`config.mk`:
```
export PLATFORM = sky130hd
export DESIGN_NAME = mult_unit
export DESIGN_NICKNAME = d
export VERILOG_FILES = /design/src/rtl/mult_pkg.sv /design/src/rtl/mult_unit.sv
export SDC_FILE = /design/constraint.sdc
export NUM_CORES = 1
export LEC_CHECK = 0
export CORE_ASPECT_RATIO = 0.8
export CORE_MARGIN = 2
export CORE_UTILIZATION = 40
export DETAILED_ROUTE_END_ITERATION = 10
export PLACE_DENSITY = 0.7
export SLEW_MARGIN = 10
export SYNTH_ARGS = -nofsm -noshare
export SYNTH_HDL_FRONTEND = slang
export SYNTH_SLANG_ARGS = --single-unit
```
`constraint.sdc`:
```
create_clock -name clk -period 8 [get_ports clk]
set_input_delay 0.8 -clock clk [delete_from_list [all_inputs] [get_ports clk]]
set_output_delay 0.8 -clock clk [all_outputs]
set_load 0.05 [all_outputs]
```
`src/rtl/mult_pkg.sv`:
```
// Shared types and defaults for the iterative shift-add multiplier.
package mult_pkg;

    localparam int unsigned MULT_WIDTH      = 32;
    localparam int unsigned MULT_REG_ADDR_W = 5;
    localparam int unsigned MULT_RUN_CYCLES = 32;

    typedef enum logic [1:0] {
        IDLE = 2'd0,
        RUN  = 2'd1,
        WB   = 2'd2
    } mult_state_t;

endpackage

```
`src/rtl/mult_unit.sv`:
```
// Iterative 32x32 shift-add multiplier committing the low product word to the register file.
// Optional macro MULT_EARLY_EXIT_EN ends RUN once the remaining multiplier bits are all zero.
module mult_unit
    import mult_pkg::*;
#(
    parameter int unsigned WIDTH      = MULT_WIDTH,
    parameter int unsigned REG_ADDR_W = MULT_REG_ADDR_W
) (
    input  logic                  clk,
    input  logic                  reset_n,
    input  logic                  start,
    input  logic [WIDTH-1:0]      OpA,
    input  logic [WIDTH-1:0]      OpB,
    input  logic [REG_ADDR_W-1:0] Dest,
    output logic                  busy,
    output logic [WIDTH-1:0]      WriteData,
    output logic [REG_ADDR_W-1:0] WriteRegister,
    output logic                  RegWrite
);

    localparam int unsigned CNT_W = $clog2(WIDTH);

    mult_state_t           r_state;
    logic [WIDTH-1:0]      r_acc_a;
    logic [WIDTH-1:0]      r_acc_b;
    logic [WIDTH-1:0]      r_product;
    logic [CNT_W-1:0]      r_count;
    logic [REG_ADDR_W-1:0] r_dest;

    logic [WIDTH-1:0]      w_product_next;
    logic                  w_done;

    assign w_product_next = r_acc_b[0] ? (r_product + r_acc_a) : r_product;

`ifdef MULT_EARLY_EXIT_EN
    assign w_done = (r_count == CNT_W'(WIDTH - 1)) || ((r_acc_b >> 1) == '0);
`else
    assign w_done = (r_count == CNT_W'(WIDTH - 1));
`endif

    assign busy = (r_state != IDLE);

    always_ff @(posedge clk) begin
        if (!reset_n) begin
            r_state       <= IDLE;
            r_acc_a       <= '0;
            r_acc_b       <= '0;
            r_product     <= '0;
            r_count       <= '0;
            r_dest        <= '0;
            WriteData     <= '0;
            WriteRegister <= '0;
            RegWrite      <= 1'b0;
        end else begin
            case (r_state)
                IDLE: begin
                    if (start) begin
                        r_acc_a   <= OpA;
                        r_acc_b   <= OpB;
                        r_dest    <= Dest;
                        r_product <= '0;
                        r_count   <= '0;
                        r_state   <= RUN;
                    end
                end
                RUN: begin
                    r_product <= w_product_next;
                    r_acc_a   <= r_acc_a << 1;
                    r_acc_b   <= r_acc_b >> 1;
                    r_count   <= r_count + 1'b1;
                    if (w_done) begin
                        // Outputs are registered so the write strobe lines up with WB.
                        r_state       <= WB;
                        RegWrite      <= 1'b1;
                        WriteData     <= w_product_next;
                        WriteRegister <= r_dest;
                    end
                end
                WB: begin
                    RegWrite <= 1'b0;
                    r_state  <= IDLE;
                end
                default: begin
                    RegWrite <= 1'b0;
                    r_state  <= IDLE;
                end
            endcase
        end
    end

endmodule

```
==> results_dict.tcl <==
set metrics [dict create \
    design.portCount 111 \
    grt_overflow_total 0 \
    vdd.ir_drop.worst_mv 0.103 \
    crit_path_cell_trace "ha_1, fa_1, a211oi_2, o21ai_1, a31oi_1, a31oi_1, nand3b_1, a221oi_2, xnor2_1, o311a_1" \
    crit_path_end_kind "flip-flop" \
    coreArea_um2 18300 \
    netlist_area_um2 7500 \
    port-buffer-count 110 \
    min-delay-path-class "flip-flop to flip-flop" \
    post_synthesis_xor_xnor_area_fraction_pct 3.38 \
    clk_latency_ns 0.43 \
    critPathKind "flip-flop to flip-flop" \
    final.period_utilization_pct 37.3 \
    postRouteAntennaNets 0 \
    yosys.area.top_type_share_pct 38.9 \
    finalHoldViolCount 0 \
    drt-initial-drc-count 625 \
    slew_headroom_pct 27.0 \
    inserted_diodes 0 \
    die_area_um2 19900 \
    synthToLayoutAreaGrowth_pct 24.7 \
    globalplace.congestion 0.891 \
    ys.flop_type "dfxtp_1" \
    max_freq_mhz 335 \
    first_pass_grt_wire_length_um 33000 \
    crit_family "compound AO/OA/AOI/OAI gates" \
    syn_nets 1013 \
    worst_ep_arrival_time_ns 3.30 \
    synth_edf_count 0 \
    number_of_violations_of_the_max_capacitance_limit 0 \
    initial_core_util_pct 41.1 \
    syn_area_per_cell_um2 8.27 \
    postSynthCellCount 907 \
    layout.cell_area.non_filler_um2 9360 \
    die_w_um 157 \
    crit_buf_inv 0 \
    finalWorstPathRequiredPeriod_ns 2.99 \
    yosys-top-cells-area "dfxtp_1 39%, nor2_1 9.5%, o221ai_1 7.2%" \
    critical-path-top-cell-by-count "a31oi_1" \
    root_buffer "clkbuf_16" \
    synth_top_family_by_area "compound AO/OA/AOI/OAI gates" \
    avg_wl_per_cell_um 16.5 \
    cts_inserted_buffers 17 \
    final_cell_mix "189 x nor2_1, 146 x dfxtp_1, 109 x clkdlybuf4s50_1, 66 x a21oi_1, 62 x o221ai_1" \
    worstSetupStartpointType "flip-flop" \
    num_rows 44 \
    hold_buffers 0 \
    floorplan.die.height_um 127 \
    finish.utilization_pct 51.2 \
    cts.sinks 146 \
    post_dp_cell_area_um2 8720 \
    ff_latch_count_synth 146 \
    crit_slowest_cell "fa_1" \
    first_global_vias 6407 \
    fin_skew_ns 0.00958 \
    grt_start_max_net_pins 95 \
    report.final.slew_viol_count 0 \
    drc_errors_left 0 \
    layout.nets 1079 \
    synth_async_sr_flop_share_pct 0 \
    compound_gate_portion_of_the_synthesized_area_pct 27.0 \
    synth_top_cell_by_area "dfxtp_1" \
    clkTransAtPathRegs_ns 0.07 \
    cts-resized-gates 0 \
    yosys.cell_types.count 72 \
    detail_route.vias_per_cell 5.65 \
    total_leakage_power_nw 3.56 \
    clock_tree.buffer_depth 2 \
    transition_time_of_the_tightest_slew_check_pin_ns 1.10 \
    detail_route.first_pass.iterations 5 \
    tritoncts "yes" \
    synth_adder_area_share_pct 5.77 \
    final-setup-viol-count 0 \
    fraction_of_final_layout_cells_sized_beyond_drive_strength_1_pct 6.69 \
    cts-htree-levels 4 \
    worst-path-max-fanout 4 \
    layout.cells.most_common "nor2_1" \
    setup_repair_after_global_routing_missed_its_margin "false" \
    synthesis.yosys.warnings 0 \
    detailed_place_hpwl_um 13200 \
    yosysSeqAreaShare_pct 38.9 \
    cts_setup_buffers 0 \
    crit_path_required_time_ns 8.31 \
    initial_antenna_violation_count 0 \
    critical_path.max_stage_delay_ns 0.44 \
    finalWirelength_um 20500 \
    route.vias.total 6999 \
    run_status "finished, final reports clean" \
    power_per_cell_area_nw_per_um2 206 \
    muxShareOfSynthArea_pct 1.88 \
    tns_ns 0 \
    overall_global_routing_resource_usage_pct 20.7 \
    synth_simple_gate_area_share_pct 18.9 \
]
-- power by group --
part	switching (W)	internal (W)	leakage, nW	total, W
Combinational	0.000157	0.000105	2.06	0.000262
Sequential	0.0000292	0.000766	1.19	0.000795
Clock	0.000340	0.000532	0.309	0.000872
-- sequential cells by signal, summed over array words and instances (netlist names) --
signal and count:
r_count 5, r_acc_a 32, WriteData 32, r_acc_b 32, r_product 32, r_dest 5, RegWrite 1, WriteRegister 5
r_state 2
-- per-layer routing --
layer	vias to the layer above	part of all wire, %	global-route usage [%]
li1	3456	-	-
met1	3300	51	31.0
met2	225	42	29.5
met3	18	6.6	5.23
met4	0	0.79	4.97
met5	-	0	0
-- final timing paths --
check / slack, ns / startpoint / endpoint / depth (start not counted)
max: 5.01 / r_acc_a[0] / WriteData[28] / 10
min: 0.45 / r_dest[0] / WriteRegister[0] / 2
max reg2reg: 5.01 / r_acc_a[0] / WriteData[28] / 10
min reg2reg: 0.45 / r_dest[0] / WriteRegister[0] / 2
-- cell type report --
| class | count | area [µm²] |
|---|---|---|
| timing repair buffer | 117 | 1150 |
| clock inverter | 15 | 219 |
| inverter | 11 | 41.3 |
| clock buffer | 17 | 425 |
| tap | 253 | 317 |
| fill | 1776 | 8920 |
| sequential | 146 | 2920 |
| multi-input combinational | 680 | 4290 |
-- cells in the mapped netlist, drive strengths merged, types with 5 or more instances --
master	count
a211o	6
a211oi	21
a21o	16
a21oi	69
a22o	5
a22oi	10
a31oi	11
and2	8
buf	12
clkbuf	58
dfxtp	146
ha	33
inv	11
mux2i	13
nand2	51
nand2b	6
nand3	23
nand4	12
nor2	190
nor2b	5
nor3	11
o211ai	6
o21a	5
o21ai	33
o221ai	62
or3	5
xnor2	19
xor2	10
-- kinds of logic after synthesis --
group	after synthesis
flip-flops	146
multiplexers	14
XOR/XNOR	29
AND/OR/NAND/NOR	325
buffers and inverters	81
adder cells (fa/ha/maj)	34
AO/OA/AOI/OAI	278
-- worst register-to-register path, stage by stage, from the launching register on --
cell and delay, ns:
dfxtp_1 0.33, ha_1 0.24, fa_1 0.44, a211oi_2 0.23
o21ai_1 0.17, a31oi_1 0.30, a31oi_1 0.17, nand3b_1 0.24
a221oi_2 0.31, xnor2_1 0.13, o311a_1 0.31
-- stage by stage --
step / power (W) / instances / hold WS, ns / worst slack, ns
2_1_floorplan: 0.000980 / 907 / 0.432 / 5.41
3_3_place_gp: 0.00107 / 1207 / 0.439 / 4.77
3_5_place_dp: 0.00107 / 1207 / 0.445 / 4.75
4_1_cts: 0.00194 / 1239 / 0.455 / 5.04
5_1_grt: 0.00200 / 1239 / 0.467 / 4.83
6_report: 0.00193 / 1239 / 0.452 / 5.01
Note: power is estimated with default switching activity, not from simulation.
